File: config.mk
export PLATFORM = sky130hd
export DESIGN_NAME = multi_operand_sub8
export DESIGN_NICKNAME = d
export VERILOG_FILES = /design/src/rtl/sub_pkg.sv /design/src/rtl/sub_step.sv /design/src/rtl/multi_operand_sub8.sv
export SDC_FILE = /design/constraint.sdc
export NUM_CORES = 1
export LEC_CHECK = 0
export BUFFER_PORTS_ARGS = -buffer_cell sky130_fd_sc_hd__buf_2
export CAP_MARGIN = 20
export CORE_ASPECT_RATIO = 0.5
export CORE_UTILIZATION = 50
export CTS_CLUSTER_SIZE = 14
export DETAILED_ROUTE_END_ITERATION = 10
export PLACE_DENSITY = 0.78
export RECOVER_POWER = 100
export SETUP_SLACK_MARGIN = 0.5
export SLEW_MARGIN = 20
export SYNTH_ARGS = -nofsm -noshare
export SYNTH_HDL_FRONTEND = slang
export SYNTH_SLANG_ARGS = --single-unit
File: constraint.sdc
create_clock -name clk -period 7.45 [get_ports clk]
set_clock_uncertainty 0.1 [all_clocks]
set_input_delay 1.49 -clock clk [delete_from_list [all_inputs] [get_ports clk]]
set_output_delay 1.49 -clock clk [all_outputs]
set_load 0.05 [all_outputs]
File: src/rtl/sub_pkg.sv
// Shared types and defaults for the multi-operand subtractor.
package sub_pkg;

    typedef enum logic [1:0] {
        IDLE  = 2'd0,
        ACCUM = 2'd1,
        DONE  = 2'd2
    } state_t;

    localparam int DEF_WIDTH   = 8;
    localparam int DEF_MAX_OPS = 16;

    // Width needed to hold an operand count of 0..max_ops inclusive.
    function automatic int cnt_w(input int max_ops);
        return $clog2(max_ops + 1);
    endfunction

endpackage

File: src/rtl/sub_step.sv
// One combinational subtract step: d = a + ~b + 1 via a full-adder ripple chain.
module sub_step #(
    parameter int WIDTH = 8
) (
    input  logic [WIDTH-1:0] a,
    input  logic [WIDTH-1:0] b,
    output logic [WIDTH-1:0] d,
    output logic             co,
    output logic             c_msb
);

    logic [WIDTH:0]   w_c;
    logic [WIDTH-1:0] w_bn;

    assign w_bn   = ~b;
    assign w_c[0] = 1'b1;

    for (genvar i = 0; i < WIDTH; i++) begin : g_fa
        assign d[i]     = a[i] ^ w_bn[i] ^ w_c[i];
        assign w_c[i+1] = (a[i] & w_bn[i]) | (a[i] & w_c[i]) | (w_bn[i] & w_c[i]);
    end

    assign co    = w_c[WIDTH];
    assign c_msb = w_c[WIDTH-1];

endmodule

File: src/rtl/multi_operand_sub8.sv
// Sequential multi-operand subtractor with sticky borrow/overflow flags.
// Optional build macro MULTI_OPERAND_SUB8_SATURATE_EN saturates acc on signed overflow.
module multi_operand_sub8
    import sub_pkg::*;
#(
    parameter int  WIDTH   = DEF_WIDTH,
    parameter int  MAX_OPS = DEF_MAX_OPS,
    localparam int CW      = cnt_w(MAX_OPS)
) (
    input  logic             clk,
    input  logic             rst,
    input  logic             start,
    input  logic [WIDTH-1:0] minuend,
    input  logic [CW-1:0]    n_ops,
    input  logic             in_valid,
    output logic             in_ready,
    input  logic [WIDTH-1:0] operand,
    output logic             out_valid,
    input  logic             out_ready,
    output logic [WIDTH-1:0] diff,
    output logic             borrow,
    output logic             ovf,
    output logic             busy
);

    localparam logic [CW-1:0] MAX_CNT = CW'(MAX_OPS);

    state_t           r_state;
    logic [WIDTH-1:0] r_acc;
    logic [CW-1:0]    r_cnt;
    logic             r_borrow;
    logic             r_ovf;
    logic             r_in_ready;
    logic             r_out_valid;
    logic             r_busy;

    logic [WIDTH-1:0] w_d;
    logic [WIDTH-1:0] w_acc_next;
    logic             w_co;
    logic             w_c_msb;
    logic             w_step_ovf;
    logic [CW-1:0]    w_n_clamp;

    sub_step #(.WIDTH(WIDTH)) u_step (
        .a    (r_acc),
        .b    (operand),
        .d    (w_d),
        .co   (w_co),
        .c_msb(w_c_msb)
    );

    assign w_step_ovf = w_co ^ w_c_msb;
    assign w_n_clamp  = (n_ops > MAX_CNT) ? MAX_CNT : n_ops;

`ifdef MULTI_OPERAND_SUB8_SATURATE_EN
    // Overflow direction follows the sign of the pre-step accumulator.
    always_comb begin
        w_acc_next = w_d;
        if (w_step_ovf)
            w_acc_next = r_acc[WIDTH-1] ? {1'b1, {(WIDTH-1){1'b0}}}
                                        : {1'b0, {(WIDTH-1){1'b1}}};
    end
`else
    assign w_acc_next = w_d;
`endif

    always_ff @(posedge clk or posedge rst) begin
        if (rst) begin
            r_state     <= IDLE;
            r_acc       <= '0;
            r_cnt       <= '0;
            r_borrow    <= 1'b0;
            r_ovf       <= 1'b0;
            r_in_ready  <= 1'b0;
            r_out_valid <= 1'b0;
            r_busy      <= 1'b0;
        end else begin
            case (r_state)
                IDLE: begin
                    if (start) begin
                        r_acc    <= minuend;
                        r_borrow <= 1'b0;
                        r_ovf    <= 1'b0;
                        r_cnt    <= w_n_clamp;
                        r_busy   <= 1'b1;
                        if (w_n_clamp == '0) begin
                            r_state     <= DONE;
                            r_out_valid <= 1'b1;
                        end else begin
                            r_state    <= ACCUM;
                            r_in_ready <= 1'b1;
                        end
                    end
                end
                ACCUM: begin
                    if (in_valid) begin
                        r_acc    <= w_acc_next;
                        r_borrow <= r_borrow | ~w_co;
                        r_ovf    <= r_ovf | w_step_ovf;
                        r_cnt    <= r_cnt - 1'b1;
                        if (r_cnt == CW'(1)) begin
                            r_state     <= DONE;
                            r_in_ready  <= 1'b0;
                            r_out_valid <= 1'b1;
                        end
                    end
                end
                DONE: begin
                    // A coincident start is dropped; it must be re-presented in IDLE.
                    if (out_ready) begin
                        r_state     <= IDLE;
                        r_out_valid <= 1'b0;
                        r_busy      <= 1'b0;
                    end
                end
                default: begin
                    r_state     <= IDLE;
                    r_in_ready  <= 1'b0;
                    r_out_valid <= 1'b0;
                    r_busy      <= 1'b0;
                end
            endcase
        end
    end

    assign in_ready  = r_in_ready;
    assign out_valid = r_out_valid;
    assign busy      = r_busy;
    assign diff      = r_acc;
    assign borrow    = r_borrow;
    assign ovf       = r_ovf;

endmodule

==> flow_metrics.env, run 1 <==
export IMPL_synth_area_leaders="dfrtp_1, fa_1, mux2i_1"
export IMPL_cts_made_buffers=3
export IMPL_postCtsSetupRepairBufs=0
export IMPL_core_um2=2342
export IMPL_critPathTopFamily="adder cells"
export IMPL_fin_tns_setup_ns=0
export IMPL_slew_violations=0
export IMPL_routed_via_count=1080
export IMPL_synth_yosys_seq_area_share=0.3831
export IMPL_muxShareOfSynthArea=0.08716
export IMPL_die_w_um=74.29
export IMPL_cpMaxStageDelayCell="fa_1"
export IMPL_p_int_mw=0.3569
export IMPL_syn_avg_cell_area_um2=10.21
export IMPL_dp_hpwl_um=2078
export IMPL_groute_usage_overall=0.2252
export IMPL_final_cell_mix="buf_2, dfrtp_1, clkbuf_1, inv_1, mux2i_1"
export IMPL_rr_startpoint="diff[0]$_DFFE_PP0P_"
export IMPL_path_class="in2reg"
export IMPL_grt_pass1_vias=997
export IMPL_netlist_instances=128
export IMPL_min_path_cells=2
export IMPL_cap_viol_max_count=0
export IMPL_layout_commonest_cell="buf_2"
export IMPL_cts_sinks=20
export IMPL_cts_resized=0
export IMPL_syn_cell_area_um2=1306
export IMPL_antenna_cells=0
export IMPL_critPathMaxStageDelay_ns=0.43
export IMPL_die_h_um=38.14
export IMPL_comb_power_share=0.592
export IMPL_drt_pass1_iter_count=4
export IMPL_ys_warn_count=0
export IMPL_max_freq_mhz=199.5
export IMPL_synth_area_leader_cell="dfrtp_1"
export IMPL_io_pins=39
export IMPL_slew_headroom=0.1675
export IMPL_yosys_area_share_simple=0.1705
export IMPL_min_to="borrow$_DFFE_PP0P_"
export IMPL_wl_per_cell_um=14.29
export IMPL_layout_worst_path_cycle_share=0.6727
export IMPL_wirelength_um=2829
export IMPL_path_buf_inv=1
export IMPL_netlist_cell_type_count=34
export IMPL_fin_nets=200
export IMPL_hold_viol=0
export IMPL_switchingPower_mw=0.3604
export IMPL_worst_setup_path_end_kind="flop"
export IMPL_worstHoldPathType="reg2reg"
export IMPL_cts_htree_levels=1
export IMPL_pre_cts_slack_ns=2.170
export IMPL_r2r_cells=12
export IMPL_num_fill_cells=211
export IMPL_holdBufCountCts=0
export IMPL_synth_fa_ha_area_frac=0.1360
export IMPL_power_density_nw_per_um2=467.2
export IMPL_leakagePower_nw=0.6895
export IMPL_antenna_left=0
export IMPL_setup_viol=0
export IMPL_drive_gt1_frac=0.1718
export IMPL_synth_top_area_share=0.3831
export IMPL_hold_start="borrow$_DFFE_PP0P_"
export IMPL_rsz0062_at_grt="false"
export IMPL_drc=0
export IMPL_core_rowCount=12
export IMPL_portBuffers=38
export IMPL_switching_share=0.5025
export IMPL_synth_xor_area_frac=0.006705
export IMPL_cp_arrival_ns=5.07
export IMPL_grt_overflow_total=0
export IMPL_ff2ff_setup_slack_ns=3.39
export IMPL_initial_core_util=0.5577
export IMPL_avgViaCountPerCell=5.455
export IMPL_clk_path_buf_depth=2
export IMPL_ys_ff_latch=20
export IMPL_cp_common_cell="fa_1"
export IMPL_outcome="finished clean"
export IMPL_synth_top_family_by_area="simple AND/OR/NAND/NOR gates"
export IMPL_synth_nets=164
export IMPL_grt_pass1_wl_um=4595
export IMPL_cp_required_ns=7.51
export IMPL_max_slew_worst_pin_slew_ns=1.244
export IMPL_setup_ws_ns=2.438
export IMPL_startpoint_type="input port"
export IMPL_antenna_found_initial=0
export IMPL_synth_compound_area_share=0.1552
export IMPL_path_cells="buf_2 > ha_1 > fa_1 > fa_1 > fa_1 > fa_1 > fa_1 > fa_1 > fa_1 > xnor2_1 > nor3_1 > o21ba_2"
export IMPL_gp_congestion=0.8227
export IMPL_p_seq_frac=0.291
export IMPL_fin_crit_ns=5.012
export IMPL_die_area_um2=2833
export IMPL_clockPowerShare=0.118
export IMPL_initialDrtViolationCount=49
export IMPL_clk_latency_ns=0.26
export IMPL_cts_clk_slew_worst_paths_ns=0.07
export IMPL_cts_tree="built"
export IMPL_grt_max_degree=27
export IMPL_cts_root_buf="clkbuf_8"
export IMPL_area_growth_pct=17.53
export IMPL_peakVddDrop_uv=171.1
export IMPL_regToRegEndpoint="ovf$_DFFE_PP0P_"
export IMPL_path_max_fanout=2
==> tightest hold or removal path: stages, from the launching register on <==
cell     delay [ns]
dfrtp_1        0.35
a31oi_1        0.04
nor2_1         0.08
==> registers in the layout, indices dropped and copies added (netlist names) <==
register	count
in_ready	1
ovf	1
busy	1
r_cnt	5
r_state	2
out_valid	1
borrow	1
diff	8
==> synthesized netlist by cell type <==
cell type,count
and2_1,1
xnor2_1,1
inv_1,13
nand3b_1,3
or4_1,1
a21oi_1,10
ha_1,3
o41ai_1,2
a211oi_1,3
fa_1,7
a31oi_1,2
o211ai_1,2
nor3_1,1
a2bb2oi_1,3
nor3b_1,10
a211o_1,1
o22ai_1,2
nand2_1,5
o21a_1,1
dfrtp_1,20
or3b_1,1
mux2i_1,10
nor2_2,1
or4_4,1
mux2i_2,1
buf_4,1
nor2b_1,6
nor2_1,3
buf_2,1
or3_1,1
o21ba_2,1
clkbuf_1,5
nand2b_1,1
o21ai_0,4
==> power by group through the flow <==
stage	Clock (mW)	Sequential (mW)	Combinational [mW]
finish	0.0846	0.208	0.424
global route	0.0920	0.215	0.471
CTS	0.0855	0.206	0.439
detailed placement	0	0.208	0.436
global placement	0	0.206	0.419
floorplan	0	0.316	0.234
==> layout make-up <==
cell class / instances / area, um2 / area share
Multi-Input combinational cell: 88 / 715.7 / 0.4662
Timing Repair Buffer: 38 / 171.4 / 0.1117
Clock buffer: 4 / 55.05 / 0.03586
Tap cell: 35 / 43.79 / 0.02852
Inverter: 13 / 48.80 / 0.03178
Sequential cell: 20 / 500.5 / 0.3260
==> layer usage <==
| metal | track usage | vias to the layer above | share of wire |
|---|---|---|---|
| met2 | 0.3705 | 27 | 0.45 |
| met5 | 0 | - | 0 |
| met3 | 0.05526 | 5 | 0.053 |
| met4 | 0.06604 | 0 | 0.0071 |
| li1 | - | 523 | - |
| met1 | 0.2998 | 525 | 0.49 |
==> kinds of logic after synthesis <==
kind of cell / count (synthesis)
compound gates: 31
buf+inv: 20
fa+ha+maj: 10
mux: 11
simple gates: 35
xor+xnor: 1
flops: 20
==> worst max-delay path by stage <==
| stage | startpoint | endpoint | cells past startpoint |
|---|---|---|---|
| floorplan | operand[0] | ovf$_DFFE_PP0P_ | 11 |
| global placement | operand[0] | ovf$_DFFE_PP0P_ | 12 |
| detailed placement | operand[0] | ovf$_DFFE_PP0P_ | 12 |
| CTS | operand[0] | ovf$_DFFE_PP0P_ | 12 |
| global route | operand[0] | ovf$_DFFE_PP0P_ | 12 |
| finish | operand[0] | ovf$_DFFE_PP0P_ | 12 |
==> per-stage QoR <==
| step | utilization | hold WS (ns) | instance area (um2) | power [mW] | instances |
|---|---|---|---|---|---|
| 2_1_floorplan | - | 0.3886 | 1306 | 0.5500 | 128 |
| 3_3_place_gp | 0.6442 | 0.3904 | 1509 | 0.6254 | 194 |
| 3_5_place_dp | 0.6442 | 0.3937 | 1509 | 0.6439 | 194 |
| 4_1_cts | 0.6677 | 0.4107 | 1564 | 0.7303 | 198 |
| 5_1_grt | 0.6554 | 0.4408 | 1535 | 0.7788 | 198 |
| 6_report | 0.6554 | 0.4082 | 1535 | 0.7173 | 198 |
(Power assumes the default switching activity.)
==> run 2, diff against run 1 <==
Settings changed: ABC_AREA set to 1, CORE_ASPECT_RATIO 0.5 to not set, PLACE_DENSITY 0.78 to 0.79.
Clock period 7.45 ns to 4.8 ns, I/O delays scaled along.
==> run 2 against run 1 <==
Against the previous run:
- cell area is 5.9% lower
- sequential cell count stayed put
- worst hold slack worse by 0.021 ns
- wire length is 8.8% lower
- highest routed layer unchanged
- largest cell class unchanged
- core utilization is 2.0 points lower
- non-clock buffer count stayed put
- critical path depth stayed put
- die area is 5.6% lower
- combinational power is 65% higher
- register-to-register slack worse by 2.6 ns
- sequential share of layout area is 2.0 points higher
- worst setup slack worse by 2.0 ns
==> flow_metrics.env, run 2 <==
export IMPL_power_density_nw_per_um2=768.9
export IMPL_cp_arrival_ns=4.45
export IMPL_die_w_um=51.72
export IMPL_cts_tree="built"
export IMPL_antenna_left=0
export IMPL_antenna_cells=0
export IMPL_pre_cts_slack_ns=0.2631
export IMPL_num_fill_cells=201
export IMPL_grt_pass1_wl_um=4388
export IMPL_rr_startpoint="diff[0]$_DFFE_PP0P_"
export IMPL_rsz0062_at_grt="false"
export IMPL_synth_top_area_share=0.4049
export IMPL_slew_violations=0
export IMPL_synth_compound_area_share=0.1377
export IMPL_postCtsSetupRepairBufs=0
export IMPL_fin_tns_setup_ns=0
export IMPL_largest_reg_flops=8
export IMPL_dp_hpwl_um=1911
export IMPL_setup_viol=0
export IMPL_final_cell_mix="nand2_1, buf_2, inv_1, dfrtp_1"
export IMPL_layout_commonest_cell="nand2_1"
export IMPL_fin_crit_ns=4.370
export IMPL_cts_resized=0
export IMPL_ys_ff_latch=20
export IMPL_path_max_fanout=2
export IMPL_min_path_cells=2
export IMPL_setup_ws_ns=0.4300
export IMPL_synthTopCellsByCount="nand2_1, inv_1, dfrtp_1"
export IMPL_layout_worst_path_cycle_share=0.9104
export IMPL_clk_latency_ns=0.31
export IMPL_routed_via_count=1059
export IMPL_regToRegEndpoint="diff[7]$_DFFE_PP0P_"
export IMPL_ff2ff_setup_slack_ns=0.77
export IMPL_portBuffers=38
export IMPL_clk_path_buf_depth=2
export IMPL_core_um2=2276
export IMPL_groute_usage_overall=0.2243
export IMPL_cp_endpoint="diff[7]$_DFFE_PP0P_"
export IMPL_drt_pass1_iter_count=4
export IMPL_utilization=0.6350
export IMPL_fin_nets=219
export IMPL_netlist_instances=144
export IMPL_syn_avg_cell_area_um2=8.585
export IMPL_synth_yosys_seq_area_share=0.4049
export IMPL_initialDrtViolationCount=22
export IMPL_outcome="finished clean"
export IMPL_synth_fa_ha_area_frac=0.1437
export IMPL_avgViaCountPerCell=5.043
export IMPL_peakVddDrop_uv=480.3
export IMPL_core_rowCount=17
export IMPL_hold_viol=0
export IMPL_gp_congestion=0.8206
export IMPL_cap_viol_max_count=0
export IMPL_worstHoldPathType="reg2reg"
export IMPL_leakagePower_nw=0.7295
export IMPL_holdBufCountCts=0
export IMPL_synth_nets=180
export IMPL_path_class="in2reg"
export IMPL_slew_headroom=0.05509
export IMPL_wl_per_cell_um=12.28
export IMPL_wirelength_um=2579
export IMPL_hold_ws_ns=0.3874
export IMPL_multiInputGateArea_um2=620.6
export IMPL_synthArstFlopShare=1.000
export IMPL_cts_made_buffers=3
export IMPL_grt_max_degree=28
export IMPL_synth_top_family_by_area="simple AND/OR/NAND/NOR gates"
export IMPL_yosys_area_share_simple=0.2045
export IMPL_max_freq_mhz=228.8
export IMPL_grt_overflow_total=0
export IMPL_drive_gt1_frac=0.1868
export IMPL_area_growth_pct=16.90
export IMPL_ys_warn_count=0
export IMPL_max_slew_worst_pin_slew_ns=1.412
export IMPL_yosysMostFrequentCell="nand2_1"
export IMPL_yosys_most_used_dff="dfrtp_1"
export IMPL_synth_area_leader_cell="dfrtp_1"
export IMPL_grt_pass1_vias=1059
export IMPL_synth_xor_area_frac=0.02126
export IMPL_startpoint_type="input port"
export IMPL_antenna_found_initial=0
export IMPL_worst_setup_path_end_kind="flop"
export IMPL_io_pins=39
export IMPL_cts_clk_slew_worst_paths_ns=0.12
export IMPL_crit_path_start="operand[0]"
export IMPL_syn_cell_area_um2=1236
export IMPL_synth_area_leaders="dfrtp_1, fa_1, nand2_1"
export IMPL_finalPower_mw=1.111
export IMPL_netlist_cell_type_count=22
export IMPL_die_area_um2=2675
export IMPL_r2r_cells=12
export IMPL_synth_edff_count=0
export IMPL_initial_core_util=0.5432
export IMPL_die_h_um=51.72
export IMPL_cts_sinks=20
export IMPL_cp_required_ns=4.88
export IMPL_cts_htree_levels=1
export IMPL_cts_root_buf="clkbuf_4"
export IMPL_muxShareOfSynthArea=0
export IMPL_regArea_um2=500.5
export IMPL_drc=0
==> run 2: cell count changes in the layout (fill, tap and decap cells not counted), moves of 6 or more <==
cell	change
nor3b_1	-10
o211ai_1	+6
a21oi_1	-6
mux2i_1	-11
nand2_1	+29
inv_1	+8
nor2b_1	-6
nor2_1	+6
o21ai_0	+9
nand3_1	+9
==> run 2: cells by family after synthesis <==
group | Yosys count
simple gates | 58
compound gates | 28
buf+inv | 25
flops | 20
fa+ha+maj | 10
xor+xnor | 3
==> run 2: final cells by class <==
| type | instances | share of cell area |
|---|---|---|
| clock buffers | 4 | 0.02511 |
| inverters | 21 | 0.05455 |
| multi-input cells | 99 | 0.4294 |
| flip-flops and latches | 20 | 0.3463 |
| well taps | 28 | 0.02424 |
| repair buffers | 38 | 0.1203 |
==> run 2: worst min path at each step <==
stage | startpoint | slack (ns) | to
after floorplan | r_cnt[4]$_DFFE_PP0P_ | 0.42 | r_cnt[4]$_DFFE_PP0P_
after global placement | in_ready$_DFFE_PP0P_ | 0.35 | in_ready$_DFFE_PP0P_
after detailed placement | in_ready$_DFFE_PP0P_ | 0.36 | in_ready$_DFFE_PP0P_
after CTS | in_ready$_DFFE_PP0P_ | 0.39 | in_ready$_DFFE_PP0P_
after global routing | in_ready$_DFFE_PP0P_ | 0.43 | in_ready$_DFFE_PP0P_
final | in_ready$_DFFE_PP0P_ | 0.39 | in_ready$_DFFE_PP0P_
==> run 2: report_power, final <==
part           switching [mW]  internal [mW]  total, mW
clock network          0.0562         0.0464      0.103
registers              0.0544          0.256      0.310
logic                   0.503          0.196      0.699
total                   0.613          0.498       1.11
==> run 2: worst max-delay path, cell delays in order <==
cell,delay [ns]
buf_2,0.10
ha_1,0.20
fa_1,0.40
fa_1,0.41
fa_1,0.40
fa_1,0.40
fa_2,0.36
fa_2,0.41
fa_2,0.52
nand2_1,0.05
o211ai_1,0.13
o21ai_0,0.11
==> run 2: stage by stage <==
step                      std cells  instance area, um2
final                           210                1445
after global routing            210                1445
after CTS                       210                1483
after detailed placement        206                1446
after global placement          206                1446
after floorplan                 144                1251
==> run 2: routing by layer <==
layer | vias to the layer above | share of wire | GRT usage
met3 | 5 | 0.031 | 0.02924
met1 | 489 | 0.44 | 0.2670
li1 | 539 | - | -
met4 | 0 | 0.015 | 0.09910
met2 | 26 | 0.51 | 0.4004
met5 | - | 0 | 0
==> run 3, diff against run 2 <==
Settings changed: GPL_TIMING_DRIVEN set to 0, PLACE_DENSITY 0.79 to 0.82.
==> run 3 against run 2 <==
Against the previous run:
- core utilization grew 1.4 points
- combinational power is 3.0% higher
- sequential power hardly changed
- global-route usage rose by 2.3 points
- die area is the same
- clock-buffer cell count fell by 1
- register-to-register slack gained 0.05 ns
- sequential share of layout area down 0.76 points
==> flow_metrics.env, run 3 (synthesis results as in run 2) <==
export IMPL_outcome="finished clean"
export IMPL_cts_root_buf="clkbuf_4"
export IMPL_startpoint_type="input port"
export IMPL_die_h_um=51.72
export IMPL_pre_cts_slack_ns=0.3082
export IMPL_power_density_nw_per_um2=793.2
export IMPL_comb_power_share=0.615
export IMPL_final_cell_mix="nand2_1, buf_2, inv_1, dfrtp_1, clkbuf_1"
export IMPL_hold_viol=0
export IMPL_antenna_found_initial=0
export IMPL_worstHoldPathType="reg2reg"
export IMPL_avgViaCountPerCell=5.210
export IMPL_area_growth_pct=19.53
export IMPL_holdBufCountCts=0
export IMPL_drc=0
export IMPL_cp_arrival_ns=4.46
export IMPL_die_area_um2=2675
export IMPL_clk_latency_ns=0.31
export IMPL_grtUsageMet2=0.4524
export IMPL_slew_headroom=0.4782
export IMPL_path_class="in2reg"
export IMPL_dp_hpwl_um=2058
export IMPL_antenna_cells=0
export IMPL_cts_tree="built"
export IMPL_core_um2=2276
export IMPL_final_cells=214
export IMPL_wl_per_cell_um=12.99
export IMPL_fin_nets=223
export IMPL_slew_violations=0
export IMPL_portBuffers=38
export IMPL_grt_pass1_wl_um=4850
export IMPL_max_freq_mhz=230.2
export IMPL_path_max_fanout=2
export IMPL_grt_busiest_layer="met2"
export IMPL_core_rowCount=17
export IMPL_cap_viol_max_count=0
export IMPL_routed_via_count=1115
export IMPL_cts_made_buffers=3
export IMPL_initial_core_util=0.5432
export IMPL_hold_ws_ns=0.3867
export IMPL_cts_clk_slew_worst_paths_ns=0.13
export IMPL_utilization=0.6493
export IMPL_crit_path_start="operand[0]"
export IMPL_finalPower_mw=1.172
export IMPL_grt_pass1_vias=1145
export IMPL_hold_start="in_ready$_DFFE_PP0P_"
export IMPL_peakVddDrop_uv=456.2
export IMPL_largest_reg_flops=8
export IMPL_die_w_um=51.72
export IMPL_setup_ws_ns=0.4555
export IMPL_clk_path_buf_depth=2
export IMPL_fin_crit_ns=4.344
export IMPL_rsz0062_at_grt="false"
export IMPL_p_seq_frac=0.264
export IMPL_layout_worst_path_cycle_share=0.9051
export IMPL_dp_cells=210
export IMPL_place_area_um2=1476
export IMPL_rr_startpoint="diff[0]$_DFFE_PP0P_"
export IMPL_grt_use_met3=0.02924
export IMPL_cts_sinks=20
export IMPL_layout_commonest_cell="nand2_1"
export IMPL_design_area_um2=1478
export IMPL_fin_tns_setup_ns=0
export IMPL_initialDrtViolationCount=27
export IMPL_groute_usage_overall=0.2476
export IMPL_grt_overflow_total=0
export IMPL_grt_max_degree=21
export IMPL_gp_congestion=0.8568
export IMPL_max_slew_worst_pin_slew_ns=0.7818
export IMPL_clockPowerShare=0.121
export IMPL_drt_pass1_iter_count=5
export IMPL_worst_setup_path_end_kind="flop"
export IMPL_wirelength_um=2779
export IMPL_switching_share=0.5359
export IMPL_cts_htree_levels=1
export IMPL_cp_required_ns=4.92
export IMPL_leakagePower_nw=0.7494
export IMPL_use_met1=0.2983
export IMPL_cts_resized=0
export IMPL_setup_viol=0
export IMPL_antenna_left=0
export IMPL_drive_gt1_frac=0.1882
export IMPL_switchingPower_mw=0.6281
export IMPL_io_pins=39
export IMPL_p_int_mw=0.5440
export IMPL_postCtsSetupRepairBufs=0
[run 3: cell count changes in the layout (fill, tap and decap cells not counted), moves of 2 or more]
cell and change:
buf_2 +2, clkbuf_1 +2, fa_1 +2, fa_2 -2
[run 3: power groups by stage]
stage               combinational [mW]  clock, mW  sequential (mW)
floorplan                        0.400          0            0.500
global placement                 0.730          0            0.308
detailed placement               0.763          0            0.311
CTS                              0.767      0.142            0.309
global route                     0.809      0.146            0.320
finish                           0.720      0.142            0.310
[run 3: worst paths after layout]
check                                        to  slack, ns  depth (start not counted)
max                             ovf$_DFFE_PP0P_       0.46                         12
min in group asynchronous      busy$_DFFE_PP0P_       0.67                          2
min reg2reg                in_ready$_DFFE_PP0P_       0.39                          2
max reg2reg                     ovf$_DFFE_PP0P_       0.82                         12
max in group asynchronous   diff[2]$_DFFE_PP0P_       3.43                          2
min                        in_ready$_DFFE_PP0P_       0.39                          2
[run 3: final cells by class]
class / instances / area, um2
Fill cell: 200 / 798.3
Multi-Input combinational cell: 99 / 619.3
Sequential cell: 20 / 500.5
Timing Repair Buffer: 38 / 172.7
Inverter: 21 / 78.83
Tap cell: 28 / 35.03
Clock inverter: 1 / 30.03
Clock buffer: 3 / 22.52
Buffer: 4 / 18.77
[run 3: per-layer routing]
layer  up-vias  share of wire
met2        32           0.51
met1       533           0.44
li1        548              -
met4         0         0.0058
met5         -              0
met3         2          0.042
[run 3: critical path, stage by stage]
cell and delay, ns:
buf_2 0.10, ha_1 0.20, fa_1 0.37, fa_1 0.39, fa_1 0.39, fa_1 0.39
fa_1 0.42, fa_2 0.43, fa_1 0.41, xor2_1 0.18, a21oi_1 0.16, nor2_1 0.05
